## config.mk

```make
export PLATFORM = sky130hd
export DESIGN_NAME = axil_gpio_trig
export DESIGN_NICKNAME = d
export VERILOG_FILES = /design/src/rtl/axil_gpio_trig_pkg.sv /design/src/rtl/gpio_edge_capture.sv /design/src/rtl/axil_gpio_trig.sv
export SDC_FILE = /design/constraint.sdc
export NUM_CORES = 1
export LEC_CHECK = 0
export BUFFER_PORTS_ARGS = -buffer_cell sky130_fd_sc_hd__buf_2
export CORE_MARGIN = 2
export CORE_UTILIZATION = 40
export CTS_CLUSTER_DIAMETER = 50
export DETAILED_ROUTE_END_ITERATION = 12
export HOLD_SLACK_MARGIN = 0.15
export PLACE_DENSITY = 0.64
export SYNTH_ARGS = -nofsm -noshare
export SYNTH_HDL_FRONTEND = slang
export SYNTH_SLANG_ARGS = --single-unit
export TNS_END_PERCENT = 20
```

## constraint.sdc

```tcl
create_clock -name aclk -period 2.3 [get_ports aclk]
set_clock_uncertainty 0.05 [all_clocks]
set_input_delay 0.345 -clock aclk [delete_from_list [all_inputs] [get_ports aclk]]
set_output_delay 0.345 -clock aclk [all_outputs]
set_load 0.03 [all_outputs]
```

## src/rtl/axil_gpio_trig_pkg.sv

```systemverilog
// Shared constants and types for the AXI4-Lite GPIO / trigger controller.
package axil_gpio_trig_pkg;

    // Register word index, i.e. byte offset >> 2 as decoded from addr[5:2]
    localparam logic [3:0] REG_OUT        = 4'h0;
    localparam logic [3:0] REG_IN         = 4'h1;
    localparam logic [3:0] REG_RISE_EN    = 4'h2;
    localparam logic [3:0] REG_FALL_EN    = 4'h3;
    localparam logic [3:0] REG_IRQ_STATUS = 4'h4;
    localparam logic [3:0] REG_IRQ_MASK   = 4'h5;
    localparam logic [3:0] REG_PULSE_W    = 4'h6;
    localparam logic [3:0] REG_PULSE_CTRL = 4'h7;

    localparam logic [1:0] RESP_OKAY   = 2'b00;
    localparam logic [1:0] RESP_SLVERR = 2'b10;

    typedef enum logic {
        PULSE_IDLE   = 1'b0,
        PULSE_ACTIVE = 1'b1
    } pulse_state_e;

endpackage

```

## src/rtl/gpio_edge_capture.sv

```systemverilog
// Input synchroniser, per-pin edge detection and write-1-to-clear interrupt status.
module gpio_edge_capture #(
    parameter int unsigned NUMB_INPUT_IO = 4
) (
    input  logic                     clk_i,
    input  logic                     rst_ni,
    input  logic [NUMB_INPUT_IO-1:0] gpio_i,
    input  logic [NUMB_INPUT_IO-1:0] rise_en_i,
    input  logic [NUMB_INPUT_IO-1:0] fall_en_i,
    input  logic [NUMB_INPUT_IO-1:0] status_clr_i,
    output logic [NUMB_INPUT_IO-1:0] in_o,
    output logic [NUMB_INPUT_IO-1:0] status_o
);

    logic [NUMB_INPUT_IO-1:0] meta_q, meta_d;
    logic [NUMB_INPUT_IO-1:0] sync_q, sync_d;
    logic [NUMB_INPUT_IO-1:0] dly_q, dly_d;
    logic [NUMB_INPUT_IO-1:0] status_q, status_d;
    logic [NUMB_INPUT_IO-1:0] rise, fall;

    // Next state: shift pins through sync/delay stages and merge detected edges into status
    always_comb begin
        meta_d = gpio_i;
        sync_d = meta_q;
        dly_d  = sync_q;
        rise   = sync_q & ~dly_q;
        fall   = ~sync_q & dly_q;
        // A fresh edge wins over a clear of the same bit in the same cycle
        status_d = (status_q & ~status_clr_i) | (rise & rise_en_i) | (fall & fall_en_i);
    end

    // State registers with synchronous active-low reset
    always_ff @(posedge clk_i) begin
        if (!rst_ni) begin
            meta_q   <= '0;
            sync_q   <= '0;
            dly_q    <= '0;
            status_q <= '0;
        end else begin
            meta_q   <= meta_d;
            sync_q   <= sync_d;
            dly_q    <= dly_d;
            status_q <= status_d;
        end
    end

    // IN reads the delay stage so it updates in the same cycle as the status bit it explains
    assign in_o     = dly_q;
    assign status_o = status_q;

endmodule

```

## src/rtl/axil_gpio_trig.sv

```systemverilog
// AXI4-Lite GPIO and trigger controller: register file, pulse generator and maskable edge IRQ.
module axil_gpio_trig
    import axil_gpio_trig_pkg::*;
#(
    parameter int unsigned AXIL_DATA_WIDTH = 32,
    parameter int unsigned AXIL_ADDR_WIDTH = 11,
    parameter int unsigned NUMB_INPUT_IO   = 4,
    parameter int unsigned NUMB_OUTPUT_IO  = 3,
    parameter int unsigned PULSE_CNT_WIDTH = 16
) (
    input  logic                         aclk,
    input  logic                         aclk_reset_n,
    input  logic [AXIL_ADDR_WIDTH-1:0]   aclk_awaddr,
    input  logic [2:0]                   aclk_awprot,
    input  logic                         aclk_awvalid,
    output logic                         aclk_awready,
    input  logic [AXIL_DATA_WIDTH-1:0]   aclk_wdata,
    input  logic [AXIL_DATA_WIDTH/8-1:0] aclk_wstrb,
    input  logic                         aclk_wvalid,
    output logic                         aclk_wready,
    output logic [1:0]                   aclk_bresp,
    output logic                         aclk_bvalid,
    input  logic                         aclk_bready,
    input  logic [AXIL_ADDR_WIDTH-1:0]   aclk_araddr,
    input  logic [2:0]                   aclk_arprot,
    input  logic                         aclk_arvalid,
    output logic                         aclk_arready,
    output logic [AXIL_DATA_WIDTH-1:0]   aclk_rdata,
    output logic [1:0]                   aclk_rresp,
    output logic                         aclk_rvalid,
    input  logic                         aclk_rready,
    input  logic [NUMB_INPUT_IO-1:0]     gpio_in,
    output logic [NUMB_OUTPUT_IO-1:0]    gpio_out,
    output logic                         irq
);

    // Bus handshake state
    logic                       aw_ready_q, aw_ready_d;
    logic                       bvalid_q, bvalid_d;
    logic [1:0]                 bresp_q, bresp_d;
    logic                       ar_ready_q, ar_ready_d;
    logic                       rvalid_q, rvalid_d;
    logic [1:0]                 rresp_q, rresp_d;
    logic [AXIL_DATA_WIDTH-1:0] rdata_q, rdata_d;

    // Register file
    logic [NUMB_OUTPUT_IO-1:0]  out_q, out_d;
    logic [NUMB_INPUT_IO-1:0]   rise_en_q, rise_en_d;
    logic [NUMB_INPUT_IO-1:0]   fall_en_q, fall_en_d;
    logic [NUMB_INPUT_IO-1:0]   irq_mask_q, irq_mask_d;
    logic [PULSE_CNT_WIDTH-1:0] pulse_width_q, pulse_width_d;
    logic                       irq_q, irq_d;

    // Pulse generator
    pulse_state_e               pulse_state_q, pulse_state_d;
    logic [PULSE_CNT_WIDTH-1:0] pulse_cnt_q, pulse_cnt_d;
    logic [NUMB_OUTPUT_IO-1:0]  pulse_mask_q, pulse_mask_d;
    logic                       overrun_q, overrun_d;

    logic                      wr_en, rd_en;
    logic [3:0]                wr_idx, rd_idx;
    logic                      pulse_start, overrun_clr, pulse_idx_ok;
    logic [4:0]                pulse_idx;
    logic [NUMB_OUTPUT_IO-1:0] pulse_onehot;
    logic [NUMB_INPUT_IO-1:0]  status_clr, in_sync, irq_status;
    logic                      unused_inputs;

    assign wr_en     = aw_ready_q & aclk_awvalid & aclk_wvalid;
    assign rd_en     = ar_ready_q & aclk_arvalid;
    assign wr_idx    = aclk_awaddr[5:2];
    assign rd_idx    = aclk_araddr[5:2];
    assign pulse_idx = aclk_wdata[4:0];

    // Protection bits, strobes and undecoded address/data bits have no effect
    assign unused_inputs = ^{aclk_awprot, aclk_arprot, aclk_wstrb, aclk_awaddr, aclk_araddr,
                             aclk_wdata};

    gpio_edge_capture #(
        .NUMB_INPUT_IO(NUMB_INPUT_IO)
    ) u_edge_capture (
        .clk_i       (aclk),
        .rst_ni      (aclk_reset_n),
        .gpio_i      (gpio_in),
        .rise_en_i   (rise_en_q),
        .fall_en_i   (fall_en_q),
        .status_clr_i(status_clr),
        .in_o        (in_sync),
        .status_o    (irq_status)
    );

    // Write channel: accept address and data together, then hold the response until bready
    always_comb begin
        // Re-arm in the same cycle a pending response is consumed to sustain one write per two
        aw_ready_d    = aclk_awvalid & aclk_wvalid & ~aw_ready_q & (~bvalid_q | aclk_bready);
        bvalid_d      = bvalid_q & ~aclk_bready;
        bresp_d       = bresp_q;
        out_d         = out_q;
        rise_en_d     = rise_en_q;
        fall_en_d     = fall_en_q;
        irq_mask_d    = irq_mask_q;
        pulse_width_d = pulse_width_q;
        status_clr    = '0;
        pulse_start   = 1'b0;
        overrun_clr   = 1'b0;
        if (wr_en) begin
            bvalid_d = 1'b1;
            bresp_d  = RESP_OKAY;
            case (wr_idx)
                REG_OUT:        out_d         = aclk_wdata[NUMB_OUTPUT_IO-1:0];
                REG_IN:         bresp_d       = RESP_SLVERR;
                REG_RISE_EN:    rise_en_d     = aclk_wdata[NUMB_INPUT_IO-1:0];
                REG_FALL_EN:    fall_en_d     = aclk_wdata[NUMB_INPUT_IO-1:0];
                REG_IRQ_STATUS: status_clr    = aclk_wdata[NUMB_INPUT_IO-1:0];
                REG_IRQ_MASK:   irq_mask_d    = aclk_wdata[NUMB_INPUT_IO-1:0];
                REG_PULSE_W:    pulse_width_d = aclk_wdata[PULSE_CNT_WIDTH-1:0];
                REG_PULSE_CTRL: begin
                    pulse_start = 1'b1;
                    overrun_clr = aclk_wdata[1];
                end
                default:        bresp_d       = RESP_SLVERR;
            endcase
        end
    end

    // Pulse generator: load width on start, count down, drop the pin after the last cycle
    always_comb begin
        pulse_idx_ok = (32'(pulse_idx) < NUMB_OUTPUT_IO);
        for (int unsigned i = 0; i < NUMB_OUTPUT_IO; i++) begin
            pulse_onehot[i] = (32'(pulse_idx) == i);
        end
        pulse_state_d = pulse_state_q;
        pulse_cnt_d   = pulse_cnt_q;
        pulse_mask_d  = pulse_mask_q;
        overrun_d     = overrun_q & ~overrun_clr;
        unique case (pulse_state_q)
            PULSE_IDLE: begin
                if (pulse_start && pulse_idx_ok && (pulse_width_q != '0)) begin
                    pulse_state_d = PULSE_ACTIVE;
                    pulse_cnt_d   = pulse_width_q;
                    pulse_mask_d  = pulse_onehot;
                end
            end
            PULSE_ACTIVE: begin
                // Overrun set takes priority over its own clear bit in the same write
                if (pulse_start) begin
                    overrun_d = 1'b1;
                end
                if (pulse_cnt_q == PULSE_CNT_WIDTH'(1)) begin
                    pulse_state_d = PULSE_IDLE;
                    pulse_cnt_d   = '0;
                    pulse_mask_d  = '0;
                end else begin
                    pulse_cnt_d = pulse_cnt_q - PULSE_CNT_WIDTH'(1);
                end
            end
            default: pulse_state_d = PULSE_IDLE;
        endcase
    end

    // Read channel: register the selected word and hold it until rready
    always_comb begin
        ar_ready_d = aclk_arvalid & ~ar_ready_q & (~rvalid_q | aclk_rready);
        rvalid_d   = rvalid_q & ~aclk_rready;
        rresp_d    = rresp_q;
        rdata_d    = rdata_q;
        if (rd_en) begin
            rvalid_d = 1'b1;
            rresp_d  = RESP_OKAY;
            rdata_d  = '0;
            case (rd_idx)
                REG_OUT:        rdata_d[NUMB_OUTPUT_IO-1:0]  = out_q;
                REG_IN:         rdata_d[NUMB_INPUT_IO-1:0]   = in_sync;
                REG_RISE_EN:    rdata_d[NUMB_INPUT_IO-1:0]   = rise_en_q;
                REG_FALL_EN:    rdata_d[NUMB_INPUT_IO-1:0]   = fall_en_q;
                REG_IRQ_STATUS: rdata_d[NUMB_INPUT_IO-1:0]   = irq_status;
                REG_IRQ_MASK:   rdata_d[NUMB_INPUT_IO-1:0]   = irq_mask_q;
                REG_PULSE_W:    rdata_d[PULSE_CNT_WIDTH-1:0] = pulse_width_q;
                REG_PULSE_CTRL: rdata_d[1:0] = {overrun_q, pulse_state_q == PULSE_ACTIVE};
                default:        rresp_d = RESP_SLVERR;
            endcase
        end
    end

    // Interrupt level is registered from masked status
    always_comb begin
        irq_d = |(irq_status & irq_mask_q);
    end

    // All state registers with synchronous active-low reset
    always_ff @(posedge aclk) begin
        if (!aclk_reset_n) begin
            aw_ready_q    <= 1'b0;
            bvalid_q      <= 1'b0;
            bresp_q       <= RESP_OKAY;
            ar_ready_q    <= 1'b0;
            rvalid_q      <= 1'b0;
            rresp_q       <= RESP_OKAY;
            rdata_q       <= '0;
            out_q         <= '0;
            rise_en_q     <= '0;
            fall_en_q     <= '0;
            irq_mask_q    <= '0;
            pulse_width_q <= '0;
            irq_q         <= 1'b0;
            pulse_state_q <= PULSE_IDLE;
            pulse_cnt_q   <= '0;
            pulse_mask_q  <= '0;
            overrun_q     <= 1'b0;
        end else begin
            aw_ready_q    <= aw_ready_d;
            bvalid_q      <= bvalid_d;
            bresp_q       <= bresp_d;
            ar_ready_q    <= ar_ready_d;
            rvalid_q      <= rvalid_d;
            rresp_q       <= rresp_d;
            rdata_q       <= rdata_d;
            out_q         <= out_d;
            rise_en_q     <= rise_en_d;
            fall_en_q     <= fall_en_d;
            irq_mask_q    <= irq_mask_d;
            pulse_width_q <= pulse_width_d;
            irq_q         <= irq_d;
            pulse_state_q <= pulse_state_d;
            pulse_cnt_q   <= pulse_cnt_d;
            pulse_mask_q  <= pulse_mask_d;
            overrun_q     <= overrun_d;
        end
    end

    assign aclk_awready = aw_ready_q;
    assign aclk_wready  = aw_ready_q;
    assign aclk_bvalid  = bvalid_q;
    assign aclk_bresp   = bresp_q;
    assign aclk_arready = ar_ready_q;
    assign aclk_rvalid  = rvalid_q;
    assign aclk_rresp   = rresp_q;
    assign aclk_rdata   = rdata_q;
    assign gpio_out     = out_q | pulse_mask_q;
    assign irq          = irq_q;

endmodule

```

# Yosys cells after proc, flatten, opt, wreduce, memory -nomap -nowiden
# Cells that the tools add are included.
dict set report totals {
  inputBits 75
  elab_cells 114
  register_bits 93
  out_inout_bits 45
}
dict set report op_classes {
  eq_ne 18
  n_addsub 1
  order_cmp 1
  bitwise_logic 33
  mux 25
  reduce_logical 15
}
# cell count
set ops {}
lappend ops {{$eq A4 B3 Y1 const B} 8}
lappend ops {{$mux W16} 2}
lappend ops {{$pmux W16 S2} 1}
lappend ops {{$and A4 B4 Y4} 6}
lappend ops {{$eq A16 B1 Y1 const B} 1}
lappend ops {{$eq A4 B2 Y1 const B} 4}
lappend ops {{$pmux W2 S8} 1}
lappend ops {{$reduce_bool A16 Y1} 1}
lappend ops {{$sub A16 B1 Y16 const B} 1}
lappend ops {{$mux W12} 1}
lappend ops {{$not A4 Y4} 3}
lappend ops {{$reduce_and A2 Y1} 6}
lappend ops {{$and A1 B1 Y1} 11}
lappend ops {{$mux W1} 10}
lappend ops {{$logic_not A4 Y1} 2}
lappend ops {{$mux W4} 2}
lappend ops {{$not A1 Y1} 8}
lappend ops {{$or A4 B4 Y4} 2}
lappend ops {{$reduce_or A8 Y1} 1}
lappend ops {{$pmux W1 S7} 1}
lappend ops {{$reduce_or A7 Y1} 1}
lappend ops {{$mux W3} 2}
lappend ops {{$pmux W1 S6} 1}
lappend ops {{$pmux W3 S2} 1}
lappend ops {{other kinds (13)} 16}

# Logic depth before layout (Yosys ltp)
dict set report depth {
  word_depth 7
  ltp_mapped 8
  ltp_nobuf 7
}

# Cells and area by module
# From an unflattened synthesis, not the netlist that was laid out.
dict set report hier_totals {
  cells_unflattened 450
  area_unflattened_um2 4241.6
}
# mod seq_area_each_um2 instances area_each_um2 cells_each
set by_module_without_submodules {}
lappend by_module_without_submodules {axil_gpio_trig 1501.4 1 3707.3 404}
lappend by_module_without_submodules {gpio_edge_capture 320.3 1 534.3 46}

# Worst setup path after synthesis
# Ideal clock, no wire load.
dict set report synth_timing {
  path_kind {flip-flop to flip-flop}
  start {register aw_ready_q, in the netlist aclk_awready}
  end {register rise_en_q[1]}
  required_time_ps 2122
  n_path_buf 0
  synth_period_minus_slack_ps 1940
  path_slack_ps 360
  path_stages_with_launch 6
  arrival_time_ps 1762
  setup_time_ps 128
  cell_sequence {dfxtp_1 nand3_1 or3_1 nor3b_2 mux2i_1 nor2_1}
}
dict set report synth_between {
  elab_chain_cells 3
}
# item line_no
set synth_rtl {}
lappend synth_rtl {{start, declared} axil_gpio_trig.sv:38} ;# logic aw_ready_q, aw_ready_d;
lappend synth_rtl {{start signal, assigned} axil_gpio_trig.sv:210} ;# aw_ready_q <= aw_ready_d;
lappend synth_rtl {{$and A1 B1 Y1 (2 in a row)} axil_gpio_trig.sv:68} ;# assign wr_en = aw_ready_q & aclk_awvalid & aclk_wvalid;
lappend synth_rtl {{$reduce_and A2 Y1 (no line)} -}
lappend synth_rtl {{end signal, assigned} axil_gpio_trig.sv:218} ;# rise_en_q <= rise_en_d;
lappend synth_rtl {{end, declared} axil_gpio_trig.sv:48} ;# logic [NUMB_INPUT_IO-1:0] rise_en_q, rise_en_d;
# Every way passes these cells.
# A chain may end at the register's enable or synchronous reset.

# Final worst setup path
dict set report layout_timing {
  start {register aw_ready_q, in the netlist aclk_awready}
  end {register rise_en_q[2]}
}
# Same word-level chain as after synthesis.

==> out/metrics.yaml <==
status:
  outcome: "finished clean"
synthesis:
  ys_top_cells_by_area: "dfxtp_1 43%, mux2i_1 10%, nor2_1 5.8%"
  ys_async_sr_fraction_pct: 0
  synthesis.area_um2: 4270
  synth_flop_cell: "dfxtp_1"
  synthCells: 458
  synth_edf_count: 0
  synth_cell_types: 59
  synth.top_cell.area_share_pct: 42.6
  ys_seq_area_share_pct: 42.6
  synth_top_cells_by_count: "91 x dfxtp_1, 66 x nor2_1, 43 x mux2i_1"
  yosysWarnings: 0
  syn_avg_cell_area_um2: 9.33
  synth_seq_cells: 91
  yosysMostFrequentCell: "dfxtp_1"
  yosysTopAreaCell: "dfxtp_1"
die:
  die_height_um: 107
  core_area_um2: 10400
  io_pins: 120
  dieArea_um2: 11500
  die_w_um: 107
  rows: 37
  start_util_pct: 41.2
routing:
  wl_um: 10000
  via_per_inst: 5.29
  drc: 0
  drt-initial-drc-count: 249
  ant_nets: 0
  dr.pass1.iters: 7
  drt-wirelength-per-cell_um: 15.2
  vias: 3494
clock_tree:
  h-tree-depth: 3
  cts_buffers: 9
  cts_tree: "done"
  cts.sink_count: 91
  clk_path_buf_depth: 2
  root_buffer: "clkbuf_8"
  insertion_delay_ns: 0.36
  clk_pin_slew_ns: 0.10
placed_design:
  post-place-ws_ns: 0.150
  portBuffers: 61
  gp_congestion: 0.843
  placed_area_um2: 4640
  dp.final_hpwl_um: 7150
worst_setup_path:
  ff2ff_path_depth: 5
  crit_required_ns: 2.48
  path_buf_inv: 0
  critPathSlowestCell: "or3_1"
  endpoint: "rise_en_q[2]"
  rr_startpoint: "aclk_awready"
  rrSetupSlack_ns: 0.29
  end_kind: "register"
  crit_arrival_ns: 2.19
  worst_path_dominant_cell_family: "simple AND/OR/NAND/NOR gates"
  start_kind: "register"
  worstSetupPathType: "reg2reg"
  max_stage_delay_ns: 0.45
  path_cells: "nand3_1, or3_1, nor3b_2, mux2i_1, nor2_1"
  startpoint: "aclk_awready"
  critical_path_depth: 5
  path_max_fanout: 6
  r2r_end: "rise_en_q[2]"
global_route:
  antenna_found_initial: 0
  grt-ovfl-total: 0
  grt_usage_pct: 18.0
  grt_pass1_wl_um: 16400
  grt_max_degree: 51
  grt_pass1_vias: 3263
finish:
  regArea_um2: 1820
  drive_above_1_share_pct: 21.0
  nNetsFinal: 597
  multi_input_area_um2: 2220
  stdcell_area_um2: 4880
  area_delta_synth_final_pct: 14.3
  fillers: 1022
  insertedDiodeCount: 0
sta:
  fin_crit_ns: 2.01
  setup_slack_ns: 0.287
  rsz0062_at_grt: "false"
  max_slew_margin_pct: 60.4
  finalCritPeriodShare_pct: 87.5
  setup_viol: 0
  tightest_slew_ns: 0.589
  hold_viol_final: 0
  clock.fmax_mhz: 497
  tns_ns: 0
  drv_slew: 0
job:
  drv_cap: 0
power_and_ir_drop:
  powerDensity_nw_per_um2: 575
  irDropWorstVdd_uv: 340
  p_leak_nw: 2.20
worst_hold_path:
  min_path_type: "in2reg"
[logic make-up after synthesis]
group                      after synthesis  share of synthesized area (%)
and+or+nand+nor                        179                           23.2
other                                    1                         0.0877
DFF                                     91                           42.6
xor gates and xnor gates                 8                           1.64
muxes                                   48                           11.9
adders and majority gates                2                          0.585
AOI/OAI and AO/OA                       79                           13.0
buffers and inverters                   50                           6.94
[layout by cell type, fill, tap and decap left out, types with 4 or more instances in the layout]
cell type / instances
nor3_1: 5
o21ai_0: 11
xor2_1: 7
a21boi_0: 4
buf_2: 61
o22ai_1: 9
a21oi_1: 10
buf_4: 12
dlygate4sd3_1: 6
a22oi_1: 19
nand4b_1: 7
nand3_1: 9
dfxtp_1: 91
and2_1: 13
conb_1: 18
nand2_1: 19
nor4_1: 8
nand3b_1: 6
o31a_1: 6
inv_1: 4
mux2i_1: 43
nor2_1: 66
nor3b_1: 17
o21a_1: 5
clkbuf_8: 9
[where the power goes]
group / leakage (nW) / internal [mW] / total [mW] / switching [mW]
sequential: 0.735 / 1.59 / 1.59 / 0.00700
combinational: 1.38 / 0.0610 / 0.196 / 0.135
clock: 0.0921 / 0.410 / 1.02 / 0.608
total: 2.20 / 2.06 / 2.81 / 0.750
[tightest hold or removal path, stage by stage]
cell and delay, ns:
buf_2 0.10, nand3_1 0.06, nor3_1 0.04
[per-layer routing]
layer / track usage, % / up-vias / share of wire [%] / wire length (um)
li1: - / 1744 / - / -
met1: 24.8 / 1642 / 48 / 4810
met2: 27.8 / 98 / 46 / 4620
met3: 3.21 / 10 / 4.8 / 478
met4: 6.96 / 0 / 1.3 / 133
met5: 0 / - / 0 / 0
[layout make-up]
cell class	instances	area share (%)
repair buffers	80	9.73
flip-flops and latches	91	37.3
clock inverters	7	1.20
well taps	136	3.48
multi-input cells	334	45.4
inverters	4	0.307
clock buffers	9	2.54
[worst min-delay path by stage]
| stage | endpoint | cells after the start | slack, ns | from |
|---|---|---|---|---|
| 6_report | aclk_awready | 3 | 0.17 | aclk_awvalid |
| 5_1_grt | pulse_width_q[14] | 3 | 0.16 | aclk_wdata[14] |
| 3_3_place_gp | u_edge_capture.dly_d[2] | 1 | 0.36 | u_edge_capture.meta_q[2] |
| 4_1_cts | pulse_width_q[7] | 3 | 0.15 | aclk_wdata[7] |
| 2_1_floorplan | u_edge_capture.dly_d[0] | 1 | 0.36 | u_edge_capture.meta_q[0] |
| 3_5_place_dp | u_edge_capture.dly_d[2] | 1 | 0.37 | u_edge_capture.meta_q[2] |
[stage by stage]
stage	power, mW	utilization (%)	instances	hold slack (ns)
floorplan	1.77	-	475	0.362
global placement	1.82	44.8	639	0.364
detailed placement	1.82	44.8	639	0.367
CTS	2.84	47.1	661	0.151
global route	2.92	47.1	661	0.157
finish	2.81	47.1	661	0.172
[repair_timing]
action                    CTS  global route
gates resized for setup     0             0
hold buffers                6             0
hold endpoints to repair    6             0
setup buffers               0             0
[state kept, by name (all words and copies together), names as in the netlist, 4 cells and up]
name and count:
pulse_width_q 16, rise_en_q 4, u_edge_capture.dly_d 4, u_edge_capture.in_o 4
pulse_cnt_q 16, aclk_rdata 16, fall_en_q 4, irq_mask_q 4
u_edge_capture.meta_q 4, u_edge_capture.status_o 4
(Power assumes the default switching activity.)
